## config.mk

```make
export PLATFORM = sky130hd
export DESIGN_NAME = dram_cmd_timing_ack
export DESIGN_NICKNAME = d
export VERILOG_FILES = /design/src/rtl/dram_pkg.sv /design/src/rtl/dram_bank_timer.sv /design/src/rtl/dram_cmd_timing_ack.sv
export SDC_FILE = /design/constraint.sdc
export NUM_CORES = 1
export LEC_CHECK = 0
export CORE_MARGIN = 1
export CORE_UTILIZATION = 58
export CTS_BUF_LIST = sky130_fd_sc_hd__clkbuf_8
export DETAILED_ROUTE_END_ITERATION = 8
export PLACE_DENSITY = 0.76
export SYNTH_ARGS = -nofsm -noshare
export SYNTH_HDL_FRONTEND = slang
export SYNTH_SLANG_ARGS = --single-unit
```

## constraint.sdc

```tcl
create_clock -name clk -period 2.9 [get_ports clk]
set_input_delay 0.58 -clock clk [delete_from_list [all_inputs] [get_ports clk]]
set_output_delay 0.58 -clock clk [all_outputs]
set_load 0.01 [all_outputs]
```

## src/rtl/dram_pkg.sv

```systemverilog
// dram_pkg: shared command encodings, responder FSM states and default DRAM timing constants
package dram_pkg;
  localparam logic [1:0] CMD_ACT = 2'b00;
  localparam logic [1:0] CMD_RD  = 2'b01;
  localparam logic [1:0] CMD_WR  = 2'b10;
  localparam logic [1:0] CMD_PRE = 2'b11;
  localparam int T_RCD_DEF = 3;
  localparam int T_RP_DEF  = 3;
  localparam int T_RAS_DEF = 6;
  localparam int T_WR_DEF  = 2;
  localparam int T_CAS_DEF = 2;
  typedef enum logic [1:0] {S_IDLE, S_WAIT, S_LAT, S_ACK} state_t;
  function automatic int tmr_w(input int a, input int b, input int c, input int d);
    int m;
    m = a > b ? a : b;
    m = m > c ? m : c;
    m = m > d ? m : d;
    return $clog2(m) + 1;
  endfunction
endpackage

```

## src/rtl/dram_bank_timer.sv

```systemverilog
// dram_bank_timer: one bank's row-open flag and rcd/rp/ras/wr saturating timers; in clk, rst_b, ld (issue strobe), cmd; out open, act_ok, rw_ok, pre_ok
module dram_bank_timer
  import dram_pkg::*;
#(
  parameter int T_RCD = T_RCD_DEF,
  parameter int T_RP  = T_RP_DEF,
  parameter int T_RAS = T_RAS_DEF,
  parameter int T_WR  = T_WR_DEF,
  parameter int W     = tmr_w(T_RCD, T_RP, T_RAS, T_WR)
) (
  input  logic       clk,
  input  logic       rst_b,
  input  logic       ld,
  input  logic [1:0] cmd,
  output logic       open,
  output logic       act_ok,
  output logic       rw_ok,
  output logic       pre_ok
);
  // Loaded with T-1 so a zero count in cycle c means an issue at c+1 meets the spacing.
  localparam logic [W-1:0] RCD_L = W'(T_RCD > 0 ? T_RCD - 1 : 0);
  localparam logic [W-1:0] RP_L  = W'(T_RP  > 0 ? T_RP  - 1 : 0);
  localparam logic [W-1:0] RAS_L = W'(T_RAS > 0 ? T_RAS - 1 : 0);
  localparam logic [W-1:0] WR_L  = W'(T_WR  > 0 ? T_WR  - 1 : 0);
  logic [W-1:0] rcd, rp, ras, wr;
  function automatic logic [W-1:0] dn(input logic [W-1:0] x);
    return x - W'(x != '0);
  endfunction
  always_ff @(posedge clk or negedge rst_b)
    if (!rst_b) begin
      open <= 1'b0;
      rcd  <= '0;
      rp   <= '0;
      ras  <= '0;
      wr   <= '0;
    end else begin
      open <= ld && cmd == CMD_ACT ? 1'b1 : ld && cmd == CMD_PRE ? 1'b0 : open;
      rcd  <= ld && cmd == CMD_ACT ? RCD_L : dn(rcd);
      ras  <= ld && cmd == CMD_ACT ? RAS_L : dn(ras);
      rp   <= ld && cmd == CMD_PRE ? RP_L  : dn(rp);
      wr   <= ld && cmd == CMD_WR  ? WR_L  : dn(wr);
    end
  assign act_ok = rp == '0;
  assign rw_ok  = rcd == '0;
  assign pre_ok = !open || (ras == '0 && wr == '0);
endmodule

```

## src/rtl/dram_cmd_timing_ack.sv

```systemverilog
// dram_cmd_timing_ack: timing-accurate 4-phase command responder; in clk, rst_b, cmd_req, cmd, bank_sel; out cmd_ack, cmd_err, cmd_issue, bank_open
module dram_cmd_timing_ack
  import dram_pkg::*;
#(
  parameter int NUM_OF_BANKS = 8,
  parameter int T_RCD = T_RCD_DEF,
  parameter int T_RP  = T_RP_DEF,
  parameter int T_RAS = T_RAS_DEF,
  parameter int T_WR  = T_WR_DEF,
  parameter int T_CAS = T_CAS_DEF
) (
  input  logic                    clk,
  input  logic                    rst_b,
  input  logic                    cmd_req,
  input  logic [1:0]              cmd,
  input  logic [NUM_OF_BANKS-1:0] bank_sel,
  output logic                    cmd_ack,
  output logic                    cmd_err,
  output logic                    cmd_issue,
  output logic [NUM_OF_BANKS-1:0] bank_open
);
  localparam int W  = tmr_w(T_RCD, T_RP, T_RAS, T_WR);
  localparam int LW = $clog2(T_CAS > 1 ? T_CAS : 2);
  localparam logic [LW-1:0] LAT_L = LW'(T_CAS > 0 ? T_CAS - 1 : 0);
  state_t state;
  logic [1:0] cmd_q, c;
  logic [NUM_OF_BANKS-1:0] bank_q, b, act_ok, rw_ok, pre_ok, ld;
  logic [LW-1:0] lat;
  logic onehot, open_b, ok, legal, go;
  // Live inputs are only looked at in S_IDLE; afterwards the captured command drives everything.
  always_comb begin
    c      = state == S_IDLE ? cmd : cmd_q;
    b      = state == S_IDLE ? bank_sel : bank_q;
    onehot = b != '0 && (b & (b - NUM_OF_BANKS'(1))) == '0;
    open_b = |(b & bank_open);
    ok     = c == CMD_ACT ? |(b & act_ok) : c == CMD_PRE ? |(b & pre_ok) : |(b & rw_ok);
    legal  = onehot && (c == CMD_ACT ? !open_b : c == CMD_PRE ? 1'b1 : open_b);
    go     = cmd_req && ok && (state == S_IDLE ? legal : state == S_WAIT);
    ld     = go && !(c == CMD_PRE && !open_b) ? b : '0;
  end
  for (genvar i = 0; i < NUM_OF_BANKS; i++) begin : g_bank
    dram_bank_timer #(.T_RCD(T_RCD), .T_RP(T_RP), .T_RAS(T_RAS), .T_WR(T_WR), .W(W)) u_tmr (
      .clk,
      .rst_b,
      .ld(ld[i]),
      .cmd(c),
      .open(bank_open[i]),
      .act_ok(act_ok[i]),
      .rw_ok(rw_ok[i]),
      .pre_ok(pre_ok[i])
    );
  end
  // S_ACK raises cmd_ack one cycle after entry, so non-read commands ack the cycle after issue.
  always_ff @(posedge clk or negedge rst_b)
    if (!rst_b) begin
      state     <= S_IDLE;
      cmd_q     <= CMD_ACT;
      bank_q    <= '0;
      lat       <= '0;
      cmd_ack   <= 1'b0;
      cmd_err   <= 1'b0;
      cmd_issue <= 1'b0;
    end else begin
      cmd_issue <= go;
      case (state)
        S_IDLE:
          if (cmd_req) begin
            cmd_q  <= cmd;
            bank_q <= bank_sel;
            if (!legal) begin
              state   <= S_ACK;
              cmd_ack <= 1'b1;
              cmd_err <= 1'b1;
            end else if (go) begin
              state <= c == CMD_RD ? S_LAT : S_ACK;
              lat   <= LAT_L;
            end else
              state <= S_WAIT;
          end
        S_WAIT:
          if (!cmd_req)
            state <= S_IDLE;
          else if (go) begin
            state <= c == CMD_RD ? S_LAT : S_ACK;
            lat   <= LAT_L;
          end
        S_LAT:
          if (!cmd_req)
            state <= S_IDLE;
          else if (lat == '0) begin
            state   <= S_ACK;
            cmd_ack <= 1'b1;
          end else
            lat <= lat - LW'(1);
        S_ACK: begin
          cmd_ack <= cmd_req;
          if (!cmd_req) begin
            state   <= S_IDLE;
            cmd_err <= 1'b0;
          end
        end
        default: state <= S_IDLE;
      endcase
    end
endmodule

```

==> results of run 1 <==
[placed cells by master, fill, tap and decap left out, drive strengths merged, types with 3 or more instances in the layout]
cell           instances
a21bo                  4
a21oi                 61
a221oi                 3
a2bb2oi                3
and2                  27
buf                  108
bufinv                 3
clkbuf                19
clkdlybuf4s50         18
clkinv                 5
dfrtp                152
dlygate4sd2            4
ha                    64
inv                   78
mux2                  13
nand2                 93
nand3                  8
nand4                  3
nor2                  48
nor2b                 18
nor3                   5
nor4                  12
o211ai                 5
o21ai                 30
o31ai                  6
o41ai                  3
or3b                   4
or4                   34
xnor2                 40
xor2                  26
[repair_timing]
| action | in CTS | in global routing |
|---|---|---|
| buffers inserted | 4 | 12 |
| hold buffers | 0 | 0 |
| resized for setup | 37 | 72 |
| pin swaps | 8 | 28 |
| endpoints found under the hold margin | 0 | 0 |
| gates cloned | 3 | 5 |
| endpoints found under the setup margin | 104 | 108 |
[per-layer routing]
metal / vias up / wire length (µm) / track usage
met4: 0 / 676 / 0.1094
li1: 2994 / - / -
met1: 3262 / 8501 / 0.3769
met5: - / 0 / 0
met2: 277 / 10730 / 0.5033
met3: 64 / 1380 / 0.06749
[per-stage QoR]
stage | util | instances
after floorplan | - | 809
after global placement | 0.6740 | 1057
after detailed placement | 0.6740 | 1057
after CTS | 0.7146 | 1093
after global routing | 0.7453 | 1110
final | 0.7453 | 1110
[power groups by stage]
stage	clock network, mW	logic (mW)	registers [mW]
3_3_place_gp	0	4.82	3.98
2_1_floorplan	0	3.61	3.88
4_1_cts	1.67	5.40	4.06
5_1_grt	1.76	6.65	4.22
3_5_place_dp	0	5.21	4.08
6_report	1.65	5.99	4.11
[area by class of cell]
class | count | share of cell area
clock buffers | 19 | 0.02618
clock inverters | 10 | 0.01303
inverters | 77 | 0.02894
multi-input cells | 546 | 0.4133
flip-flops and latches | 152 | 0.3811
well taps | 176 | 0.02205
repair buffers | 130 | 0.1154
[path summary, 6_finish.rpt]
kind | end | cells past startpoint | slack [ps]
hold reg to reg | g_bank[4].u_tmr.ras[2] | 2 | 550
min in group clk | g_bank[4].u_tmr.ras[2] | 2 | 550
hold / removal | g_bank[6].u_tmr.wr[2] | 1 | 30
setup reg to reg | g_bank[0].u_tmr.rcd[2] | 11 | -110
max in group asynchronous | g_bank[3].u_tmr.rp[3] | 2 | 2010
setup / recovery | g_bank[0].u_tmr.rcd[2] | 11 | -110
[registers in the layout, indices dropped and copies added, names as in the netlist]
signal / cells
g_bank.u_tmr.ras: 32
g_bank.u_tmr.rcd: 32
g_bank.u_tmr.rp: 32
g_bank.u_tmr.wr: 32
bank_q: 8
g_bank.u_tmr.open: 8
cmd_q: 2
state: 2
cmd_ack: 1
cmd_err: 1
cmd_issue: 1
lat: 1
[kinds of logic (layout without fill, tap and decap cells)]
| group | after synthesis | count (layout) |
|---|---|---|
| AOI/OAI and AO/OA | 142 | 142 |
| xor gates and xnor gates | 66 | 66 |
| adders and majority gates | 64 | 64 |
| buffers and inverters | 116 | 236 |
| DFF | 152 | 152 |
| muxes | 15 | 15 |
| and+or+nand+nor | 254 | 259 |
[cells in the mapped netlist (10+ instances only)]
library cell,n
sky130_fd_sc_hd__dfrtp_1,152
sky130_fd_sc_hd__nand2_1,92
sky130_fd_sc_hd__inv_1,77
sky130_fd_sc_hd__ha_1,64
sky130_fd_sc_hd__a21oi_1,61
sky130_fd_sc_hd__nor2_1,47
sky130_fd_sc_hd__xnor2_1,40
sky130_fd_sc_hd__or4_1,29
sky130_fd_sc_hd__and2_1,27
sky130_fd_sc_hd__xor2_1,26
sky130_fd_sc_hd__buf_2,20
sky130_fd_sc_hd__nor2b_1,18
sky130_fd_sc_hd__o21ai_1,17
sky130_fd_sc_hd__mux2_2,12
sky130_fd_sc_hd__o21ai_0,12
sky130_fd_sc_hd__nor4_1,10
==> results by group, run 1 <==
STA
  • Worst-case clock skew: ~16 ps
  • Final Hold Violating Endpoints: 0
  • Timing-limited maximum frequency: 332.7 MHz
  • Worst-Margin Slew: between 600 and 700 ps
  • Number of failing setup endpoints in the final timing report: slightly above 60
  • Worst relative slew slack: 0.5514
  • Hold_ws: approximately 33 ps
  • Setup Total Neg Slack: -2206 ps
  • Clock period minus worst slack: ~3000 ps
  • RSZ-0062 raised after global routing: yes
  • Period utilisation layout: 1.037
  • Count of final max-slew check failures: 0
  • Post-route worst setup slack: -106.1 ps

Synthesis
  • Total nets after synthesis: 886
  • Adder and majority gate portion of the synthesized area: 0.09941
  • Syn Std Cell Area: approximately 8100 µm²
  • Proportion of synthesized flip-flops having asynchronous set or reset: 1.000
  • Area contributors post-synth: sky130_fd_sc_hd__dfrtp_1, sky130_fd_sc_hd__ha_1, sky130_fd_sc_hd__xnor2_1
  • Largest family of logic cells by synthesized area: simple AND/OR/NAND/NOR gates
  • Number of enable flip-flop cells after synthesis: 0
  • Synth Area in XOR/XNOR: 0.07176
  • Mux cell area share after synthesis: 0.02066
  • Synthesized area divided by synthesized cell count: ~10 µm²
  • Yosys top cell by area: sky130_fd_sc_hd__dfrtp_1
  • Most used flip-flop cell after synthesis: sky130_fd_sc_hd__dfrtp_1
  • Count of cell types in the netlist: 66
  • Area share of and/or/nand/nor cells after synthesis: 0.1625
  • Fraction of the yosys area taken by sequential cells: 0.4722
  • Synth Instances: roughly 810
  • Post-synthesis sequential element count: between 150 and 200
  • Proportion of netlist area held by the largest area contributor: 0.4722
  • Count of warnings emitted by yosys: 0
  • Fraction of the mapped netlist area in compound gates: 0.1107

Power and ir drop
  • Proportion of total power due to net switching: 0.3954
  • Total power of the final layout: roughly 12 mW
  • Reg power frac: 0.350
  • Largest voltage drop on the vdd net: about 0.00082 V
  • Clock power share: 0.140
  • Lkg Pwr: approximately 4.6 nW
  • Internal power: 7.099 mW
  • Combinational Power Share: 0.510
  • Switching power total: ~4.6 mW
  • Ratio of total power to cell area: 1176 nW/µm²

Setup path
  • Cell with the biggest individual delay on the critical path: sky130_fd_sc_hd__or4_4
  • Start point of the critical path: state[0]
  • Worst Path Arrival: 3360 ps
  • Buffer and inverter count on the worst path: 4
  • Sort of element at the end of the critical path: register
  • Worst r2r src: state[0]
  • Data required time at the worst endpoint: 3250 ps
  • Critical Path Start Type: register
  • Critical setup path kind: reg2reg
  • Cell-by-cell trace of the critical path: buf_6 > or3b_4 > nand2_2 > buf_4 > a222oi_1 > a311oi_2 > nand3_2 > buf_6 > buf_4 > or4_4 > and2_1
  • Top delay family on crit path: simple AND/OR/NAND/NOR gates
  • Critical Path Max Stage Delay: 590 ps
  • Critical path fanouts, max: 8

Drt
  • Final wirelength: ~21000 µm
  • Average routed wire per standard cell: around 19 µm
  • Total DRC errors in the routed layout: 0
  • DRT Pass-1 Iters: 6
  • Detail-routed via count per cell: 5.943
  • Number of DRC markers after the initial detailed-route iteration: 548
  • Vias after detailed routing: 6597
  • Count of nets left with antenna violations after detail routing: 0

Finish
  • Layout overhead on the synthesized area: 23.98%
  • Share of layout cells above drive strength 1: 0.2484
  • Diode insertion count for antenna repair: 0
  • Multi-input gate area: 4128 µm²
  • Sequential Area: between 3000 and 4000 µm²
  • Total number of nets in the final design: approximately 1000
  • Final non-filler cell area: 9987 µm²
  • Count of fill cells added during filler insertion: 906

Place
  • I/O Buffers: 23
  • Pre-CTS worst setup slack: -636.3 ps
  • HPWL after detailed placement: ~14000 µm
  • Cell area after placement: 9031 µm²
  • Global placer's final weighted congestion: between 0.8 and 0.9

Run
  • Reported max-cap violation count: 0

Clocking
  • Worst-skew pair later-pin latency: between 400 and 500 ps
  • Clock-pin transition on the worst setup and hold timing paths: 80 ps
  • Largest buffer count on any clock path: 2
  • Clock tree from TritonCTS: built
  • Count of clock tree sinks: between 150 and 200
  • H-tree lvl count: 4
  • CTS Buf Count: 17
  • Library cell used as clock root buffer: sky130_fd_sc_hd__clkbuf_8

Global route
  • Antenna violations before repair: 0
  • Pin count of the biggest net entering global routing: between 50 and 60
  • Global-route total usage across every layer: 0.2989
  • Via count of the first global-routing pass: 6644
  • Total congestion overflow: 0
  • First-pass GRT wire length: about 33000 µm

Die
  • Top-level I/O count: 24
  • Core region area: ~13000 µm²
  • Die area: between 10000 and 15000 µm²
  • Die boundary height: 119.9 µm
  • Initial core utilization: 0.6011
  • Die X: 119.9 µm
  • Floorplan row count: between 40 and 50

Min path
  • Path category of the worst min-delay check: in2async

Status
  • Violated checks: negative setup slack
  • Result of the run: complete, but fails checks
No activity file was read; power rests on OpenSTA's default activity.
==> run 2: changes to the inputs <==
Settings changed: SLEW_MARGIN set to 0.
==> results of run 2 <==
The final DEF is identical to that of run 1; final timing and power are the same.
